$ cat config.mk
export PLATFORM = sky130hd
export DESIGN_NAME = iter_fifo
export DESIGN_NICKNAME = d
export VERILOG_FILES = /design/src/rtl/fractal_pkg.sv /design/src/rtl/iter_fifo_mem.sv /design/src/rtl/iter_fifo.sv
export SDC_FILE = /design/constraint.sdc
export NUM_CORES = 1
export LEC_CHECK = 0
export CORE_MARGIN = 5
export CORE_UTILIZATION = 55
export CTS_CLUSTER_SIZE = 8
export DETAILED_ROUTE_END_ITERATION = 6
export PLACE_DENSITY = 0.76
export SYNTH_ARGS = -nofsm -noshare
export SYNTH_HDL_FRONTEND = slang
export SYNTH_HIERARCHICAL = 1
export SYNTH_SLANG_ARGS = --single-unit
$ cat constraint.sdc
create_clock -name clk -period 3 [get_ports clk]
set_input_delay 0.6 -clock clk [delete_from_list [all_inputs] [get_ports clk]]
set_output_delay 0.6 -clock clk [all_outputs]
set_load 0.02 [all_outputs]
$ cat src/rtl/fractal_pkg.sv
// fractal_pkg: shared types and helpers for the fractal engine result path.
//   ITER_W        default iteration-count width
//   iter_entry_t  one pixel result {iter, in_set}
//   lvl_w()       width needed to hold an occupancy of 0..depth
package fractal_pkg;
    localparam int ITER_W = 6;
    typedef struct packed {
        logic [ITER_W-1:0] iter;
        logic              in_set;
    } iter_entry_t;
    function automatic int lvl_w(input int depth);
        return $clog2(depth + 1);
    endfunction
endpackage

$ cat src/rtl/iter_fifo_mem.sv
// iter_fifo_mem: DEPTH x W storage array, one synchronous write port, one async read port, no reset.
//   clk          clock
//   we/waddr/wdata  write port
//   raddr/rdata     combinational read port
module iter_fifo_mem #(
    parameter int DEPTH = 8,
    parameter int W     = 7
) (
    input  logic                     clk,
    input  logic                     we,
    input  logic [$clog2(DEPTH)-1:0] waddr,
    input  logic [W-1:0]             wdata,
    input  logic [$clog2(DEPTH)-1:0] raddr,
    output logic [W-1:0]             rdata
);
    logic [W-1:0] mem [DEPTH];
    always_ff @(posedge clk)
        if (we) mem[waddr] <= wdata;
    assign rdata = mem[raddr];
endmodule

$ cat src/rtl/iter_fifo.sv
// iter_fifo: show-ahead FIFO of pixel results between the fractal engine and its consumer.
//   clk, rst_n (async active-low), flush (frame start, empties FIFO)
//   write side: wr_valid, wr_ready, wr_iter, wr_in_set
//   read side:  rd_req, rd_valid, rd_iter, rd_in_set
//   status:     level (occupancy), underflow (sticky read-while-empty)
//   ITER_FIFO_STATS_EN: adds underflow_cnt, a saturating 8-bit count of underflow events
module iter_fifo
    import fractal_pkg::*;
#(
    parameter int DEPTH      = 8,
    parameter int ITER_WIDTH = ITER_W
) (
    input  logic                     clk,
    input  logic                     rst_n,
    input  logic                     flush,
    input  logic                     wr_valid,
    output logic                     wr_ready,
    input  logic [ITER_WIDTH-1:0]    wr_iter,
    input  logic                     wr_in_set,
    input  logic                     rd_req,
    output logic                     rd_valid,
    output logic [ITER_WIDTH-1:0]    rd_iter,
    output logic                     rd_in_set,
    output logic [lvl_w(DEPTH)-1:0]  level,
    output logic                     underflow
`ifdef ITER_FIFO_STATS_EN
    ,
    output logic [7:0]               underflow_cnt
`endif
);
    localparam int LW = lvl_w(DEPTH);
    localparam int PW = $clog2(DEPTH);
    localparam int EW = ITER_WIDTH + 1;
    logic [PW-1:0] wr_ptr, rd_ptr;
    logic [EW-1:0] head, hold;
    logic          wr_en, rd_en, uf_evt;
    assign wr_ready = level != LW'(DEPTH);
    assign rd_valid = level != '0;
    // flush discards any write or read presented in the same cycle
    assign wr_en  = wr_valid && wr_ready && !flush;
    assign rd_en  = rd_req && rd_valid && !flush;
    assign uf_evt = rd_req && !rd_valid && !flush;
    // when empty, show the last popped entry so stale storage never leaks out
    assign {rd_iter, rd_in_set} = rd_valid ? head : hold;
    function automatic logic [PW-1:0] inc(input logic [PW-1:0] p);
        return p == PW'(DEPTH - 1) ? '0 : p + 1'b1;
    endfunction
    iter_fifo_mem #(.DEPTH(DEPTH), .W(EW)) u_mem (
        .clk   (clk),
        .we    (wr_en),
        .waddr (wr_ptr),
        .wdata ({wr_iter, wr_in_set}),
        .raddr (rd_ptr),
        .rdata (head)
    );
    always_ff @(posedge clk or negedge rst_n) begin
        if (!rst_n) begin
            wr_ptr    <= '0;
            rd_ptr    <= '0;
            level     <= '0;
            hold      <= '0;
            underflow <= 1'b0;
        end else if (flush) begin
            wr_ptr    <= '0;
            rd_ptr    <= '0;
            level     <= '0;
            underflow <= 1'b0;
        end else begin
            if (wr_en) wr_ptr <= inc(wr_ptr);
            if (rd_en) begin
                rd_ptr <= inc(rd_ptr);
                hold   <= head;
            end
            level <= level + LW'(wr_en) - LW'(rd_en);
            if (uf_evt) underflow <= 1'b1;
        end
    end
`ifdef ITER_FIFO_STATS_EN
    always_ff @(posedge clk or negedge rst_n) begin
        if (!rst_n) underflow_cnt <= '0;
        else if (uf_evt && underflow_cnt != 8'hff) underflow_cnt <= underflow_cnt + 8'd1;
    end
`endif
endmodule

==> qor.yml, run 1 <==
routing:
  post-route-drc-count: 0
  num_vias: 1727
  met2_wirelength_um: 2980
  ant_nets: 0
  dr.max_layer_used: "met4"
  drtIter0Drc: 138
  avgRoutedWirePerCell_um: 19.2
  via_per_inst: 5.63
  wl_met3_um: 395
  wirelength_met1_um: 2470
  wl_um: 5890
  first_pass_iters: 4
floorplan:
  start_util: 0.559
  die_area_sq_um: 7590
  row_count: 28
  die_y_um: 87.1
  die_w_um: 87.1
  io_pins: 26
  core_area_sq_um: 5850
layout:
  nets: 250
  nFillCells: 377
  fin_util: 0.666
  diodes: 0
  area_growth_pct: 19.1
  drive_gt1_frac: 0.241
grt:
  grt_pass1_wl_um: 9530
  overflow: 0
  grt_pass1_vias: 1808
  globalRouteTotalUtil: 0.173
  grt_start_max_net_pins: 19
  antenna_found_initial: 0
synthesis:
  seq_area_frac_synth: 0.652
  syn_nets: 208
  ys_seq_elements: 74
  synth_area_sq_um: 3270
  yosys_warnings: 6
  syn_avg_cell_area_sq_um: 17.7
  synthDistinctLibCells: 34
  synthCells: 185
worst_hold_path:
  min_path_type: "reg2reg"
cts:
  cts_buffers: 9
  clockBufferDepth: 2
  cts_root_buffer: "clkbuf_8"
  clock_latency_ns: 0.34
  cts_tree: "built"
  clock-sinks: 74
  cts_hold_buf: 0
  path_clk_slew_ns: 0.07
  htree_levels: 3
sta:
  maxSlewViolCount: 0
  hold_viol: 0
  worst_slew_pin_slew_ns: 0.830
  finalCritPeriodShare: 0.975
  rsz0062_at_grt: "no"
  finalSetupViolations: 0
  setup_tns_ns: 0
  period_needed_ns: 2.93
  slew_headroom: 0.445
  max_freq_mhz: 342
  finalClockSkew_ns: 0.00654
placed_design:
  dp_hpwl_um: 4100
  io_buffer_count: 25
  gp_congestion: 0.771
power_and_ir_drop:
  comb_power_share: 0.334
  power.switching_uw: 959
  seqPwrFrac: 0.400
  p_per_area_nw_per_um2: 828
  internal_power_mw: 2.27
  p_clk_frac: 0.266
  p_leak_nw: 1.43
  switching_share: 0.297
  ir_drop_v: 0.000473
run_status:
  status: "finished, final reports clean"
flow_run:
  maxCapViolCount: 0
worst_setup_path:
  crit_fanout: 12
  critPathCaptureType: "output pin"
  path_class: "reg2out"
  start_kind: "register"
  cp.arrival_ns: 2.33
  required_ns: 2.40
-- kinds of logic after synthesis --
logic type | share of synthesized area
compound gates | 0.0222
flops | 0.652
mux | 0.185
simple gates | 0.0681
buf+inv | 0.0264
fa+ha+maj | 0.0444
xor+xnor | 0.00268
-- worst paths after layout --
check / from / endpoint / slack [ns] / cells after the start
setup / recovery: rd_ptr[0] / rd_iter[2] / 0.07 / 5
min in group asynchronous: rst_n / hold[3] / 0.73 / 1
hold reg to reg: hold[5] / hold[5] / 0.48 / 1
max in group asynchronous: rst_n / rd_ptr[2] / 1.70 / 1
hold / removal: hold[5] / hold[5] / 0.48 / 1
setup reg to reg: level[2] / level[1] / 0.45 / 10
-- what timing repair did --
action,4_1_cts,5_1_grt
endpoints found under the setup margin,7,6
setup buffers,0,1
resized for setup,8,5
-- per-layer routing --
layer,global-route usage,up-vias
li1,-,803
met1,0.229,855
met2,0.282,63
met3,0.0445,6
met4,0.0558,0
met5,0,-
-- final cells by class --
| cell class | instances | area, sq um | area share |
|---|---|---|---|
| clock buffers | 10 | 138 | 0.0353 |
| clock inverters | 6 | 87.6 | 0.0225 |
| inverters | 7 | 26.3 | 0.00674 |
| multi-input cells | 96 | 1050 | 0.270 |
| flip-flops and latches | 74 | 2130 | 0.547 |
| well taps | 75 | 93.8 | 0.0241 |
| repair buffers | 39 | 365 | 0.0937 |
-- cell usage in the layout (no fill, tap or decap), types with 6 or more instances in the layout --
master           Yosys  final
a21oi_1              6      6
clkbuf_8             0     10
dfrtp_1             18     17
inv_1                6      6
mux2_2              19     19
nand2b_1             8      8
nor2_1              10     10
buf_4                1     13
mux4_1              14     14
edfxtp_1            56     56
clkdlybuf4s50_1      0     18
ha_1                10     10
-- state kept, by name, summed over array words and instances, names as in the netlist --
register and cells:
rd_ptr 3, level 4, u_mem/mem 56, underflow 1
wr_ptr 3, hold 7
-- Yosys cell counts --
library cell / instances / share of area
inv_1: 6 / 0.0069
edfxtp_1: 56 / 0.51
a21oi_1: 6 / 0.0092
o21ai_2: 1 / 0.0027
nor2_1: 10 / 0.011
nand3_1: 3 / 0.0046
mux2_1: 2 / 0.0069
fa_1: 1 / 0.0061
buf_6: 1 / 0.0034
or3b_1: 1 / 0.0027
buf_12: 1 / 0.0061
nand2_1: 2 / 0.0023
o21ai_1: 2 / 0.0031
nor3_4: 1 / 0.0050
or4_1: 1 / 0.0023
ha_1: 10 / 0.038
nor3_1: 2 / 0.0031
inv_2: 1 / 0.0011
buf_2: 2 / 0.0031
xnor2_1: 1 / 0.0027
nand4_1: 1 / 0.0019
clkbuf_1: 2 / 0.0023
nand2b_1: 8 / 0.015
buf_1: 1 / 0.0011
nand4b_1: 2 / 0.0054
o21ai_0: 3 / 0.0046
buf_4: 1 / 0.0023
a31o_2: 1 / 0.0027
mux4_1: 14 / 0.11
dfrtp_1: 18 / 0.14
nor3b_4: 1 / 0.0057
and2_4: 1 / 0.0027
mux2_2: 19 / 0.065
nor2b_1: 3 / 0.0057
-- critical path, stage by stage, from the launching register on --
cell	delay, ns
dfrtp_1	0.40
buf_12	0.16
mux4_1	0.55
mux2_2	0.30
mux2_2	0.26
dlygate4sd2_1	0.32
-- per-stage QoR --
stage          cells  worst slack, ns  cell area [sq um]  hold slack (ns)  total power, mW
2_1_floorplan    185            0.491               3270            0.304             2.04
3_3_place_gp     290            0.221               3670            0.461             2.38
6_report         307           0.0737               3900            0.484             3.23
3_5_place_dp     290            0.179               3670            0.468             2.43
4_1_cts          306           0.0270               3880            0.486             3.23
5_1_grt          307          0.00665               3900            0.520             3.40
-- power groups by stage --
stage	logic [mW]	clock network, mW	registers (mW)
2_1_floorplan	0.721	0	1.32
3_3_place_gp	1.08	0	1.31
3_5_place_dp	1.11	0	1.31
4_1_cts	1.06	0.873	1.29
5_1_grt	1.17	0.922	1.31
6_report	1.08	0.858	1.29
(Power assumes the default switching activity.)
==> inputs of run 2 (changes only) <==
--- a/config.mk
+++ b/config.mk
@@ -5,6 +5,7 @@
 export SDC_FILE = /design/constraint.sdc
 export NUM_CORES = 1
 export LEC_CHECK = 0
+export CORE_ASPECT_RATIO = 0.8
 export CORE_MARGIN = 5
 export CORE_UTILIZATION = 55
 export CTS_CLUSTER_SIZE = 8
==> qor.yml, run 2 (same netlist as run 1, synthesis figures left out) <==
worst_setup_path:
  r2r-end: "level[1]"
  r2r_cells: 10
  critPathCaptureType: "output pin"
  crit_fanout: 5
  required_ns: 2.40
  r2r-start: "level[2]"
  cp.arrival_ns: 2.35
  path_class: "reg2out"
  start_kind: "register"
  r2r_setup_slack_ns: 0.46
placed_design:
  io_buffer_count: 25
  dp_hpwl_um: 4380
  post-place-ws_ns: 0.147
  gp_congestion: 0.771
  place_inst: 296
  dpl-instance-area_sq_um: 3660
sta:
  fin_ws_ns: 0.0523
  maxSlewViolCount: 0
  max_freq_mhz: 339
  hold_viol: 0
  setup_tns_ns: 0
  period_needed_ns: 2.95
  finalSetupViolations: 0
  slew_headroom: 0.423
  worst_slew_pin_slew_ns: 0.863
  rsz0062_at_grt: "yes"
  finalClockSkew_ns: 0.0122
  finalCritPeriodShare: 0.983
floorplan:
  die_area_sq_um: 7600
  die_y_um: 79.0
  start_util: 0.559
  io_pins: 26
  core_area_sq_um: 5850
  row_count: 25
  die_w_um: 96.2
layout:
  final_cell_mix: "edfxtp_1 (56), mux2_2 (19), clkdlybuf4s50_1 (18)"
  area_growth_pct: 18.9
  largest-register: "u_mem/mem"
  finish.instance_area_sq_um: 3890
  reg_top3: "u_mem/mem (56), hold (7), level (4)"
  final_common_cell: "edfxtp_1"
  largest_reg_flops: 56
  drive_gt1_frac: 0.283
  diodes: 0
  nets: 255
  fin_cells: 318
cts:
  clock_latency_ns: 0.35
  cts_hold_buf: 0
  clockBufferDepth: 2
  cts_buffers: 9
  clock-sinks: 74
  cts_root_buffer: "clkbuf_8"
  htree_levels: 3
  path_clk_slew_ns: 0.07
  cts_tree: "built"
flow_run:
  maxCapViolCount: 0
grt:
  grt_pass1_vias: 1769
  grt_start_max_net_pins: 19
  overflow: 0
  globalRouteTotalUtil: 0.177
  antenna_found_initial: 0
  grt_pass1_wl_um: 9540
power_and_ir_drop:
  ir_drop_v: 0.000337
  p_leak_nw: 1.42
  power.switching_mw: 1.01
  p_clk_frac: 0.239
  internal_power_mw: 2.19
  switching_share: 0.316
  comb_power_share: 0.356
  seqPwrFrac: 0.405
  p_per_area_nw_per_um2: 824
routing:
  first_pass_iters: 4
  drtIter0Drc: 107
  num_vias: 1769
  ant_nets: 0
  wl_um: 6180
  post-route-drc-count: 0
  avgRoutedWirePerCell_um: 19.4
  via_per_inst: 5.56
worst_hold_path:
  min_path_type: "reg2reg"
  worstHoldStart: "hold[6]"
  min_to: "hold[6]"
  whs_path_depth: 1
run_status:
  status: "finished, final reports clean"
-- run 2: changes by cell type in the layout (fill, tap and decap cells not counted), sizes merged --
cell           previous run  this run
buf                      14        19
clkdlybuf4s15             5         3
clkinv                    2         4
clkinvlp                  0         2
inv                       9         7
bufinv                    2         1
clkbuf                   10        11
-- run 2: how the worst max path moves through the flow --
stage,slack (ns),startpoint,depth (start not counted),end
after detailed placement,0.15,rd_ptr[2],4,rd_iter[2]
after global placement,0.19,rd_ptr[0],5,rd_iter[1]
after floorplan,0.49,level[2],11,level[1]
final,0.05,rd_ptr[0],5,rd_in_set
after CTS,0.008,rd_ptr[0],5,rd_iter[1]
after global routing,-0.03,rd_ptr[0],5,rd_iter[1]
-- run 2: timing repair --
item                                   CTS  global route
pin swaps                                0             0
gates resized for setup                  9            14
setup buffers                            0             5
setup endpoints to repair                7             8
endpoints found under the hold margin    0             0
gates cloned                             0             1
-- run 2: layer usage --
| layer | global-route usage | vias up | part of all wire |
|---|---|---|---|
| met5 | 0 | - | 0 |
| li1 | - | 814 | - |
| met4 | 0.0455 | 0 | 0.0057 |
| met3 | 0.0653 | 4 | 0.072 |
| met1 | 0.244 | 891 | 0.44 |
| met2 | 0.267 | 60 | 0.48 |
-- run 2: power by group through the flow --
stage          registers [mW]  clock network [mW]  logic (mW)
3_3_place_gp             1.30                   0        1.07
2_1_floorplan            1.32                   0       0.721
6_report                 1.30               0.768        1.14
4_1_cts                  1.29               0.782        1.07
3_5_place_dp             1.32                   0        1.12
5_1_grt                  1.31               0.828        1.22
-- run 2: stage by stage --
stage / utilization / hold WS [ns] / total power, mW
after global placement: 0.626 / 0.464 / 2.37
final: 0.665 / 0.489 / 3.21
after detailed placement: 0.626 / 0.475 / 2.43
after global routing: 0.665 / 0.519 / 3.36
after CTS: 0.659 / 0.492 / 3.15
after floorplan: - / 0.304 / 2.04
-- run 2: worst max-delay path, stage by stage, from the launching register on --
cell	delay (ns)
dfrtp_1	0.41
buf_6	0.15
mux4_1	0.59
mux2_2	0.30
mux2_2	0.26
clkdlybuf4s15_1	0.29
-- run 2: cell type report --
| class | instances | area, sq um |
|---|---|---|
| Tap cell | 81 | 101 |
| Multi-Input combinational cell | 96 | 1040 |
| Fill cell | 399 | 1960 |
| Clock buffer | 9 | 124 |
| Clock inverter | 7 | 80.1 |
| Timing Repair Buffer | 44 | 388 |
| Inverter | 7 | 26.3 |
| Sequential cell | 74 | 2130 |
==> inputs of run 3 (changes only) <==
--- a/config.mk
+++ b/config.mk
@@ -5,6 +5,7 @@
 export SDC_FILE = /design/constraint.sdc
 export NUM_CORES = 1
 export LEC_CHECK = 0
+export CAP_MARGIN = 30
 export CORE_ASPECT_RATIO = 0.8
 export CORE_MARGIN = 5
 export CORE_UTILIZATION = 55
==> results of run 3 <==
Final layout, timing and power as in run 2 (identical DEF).
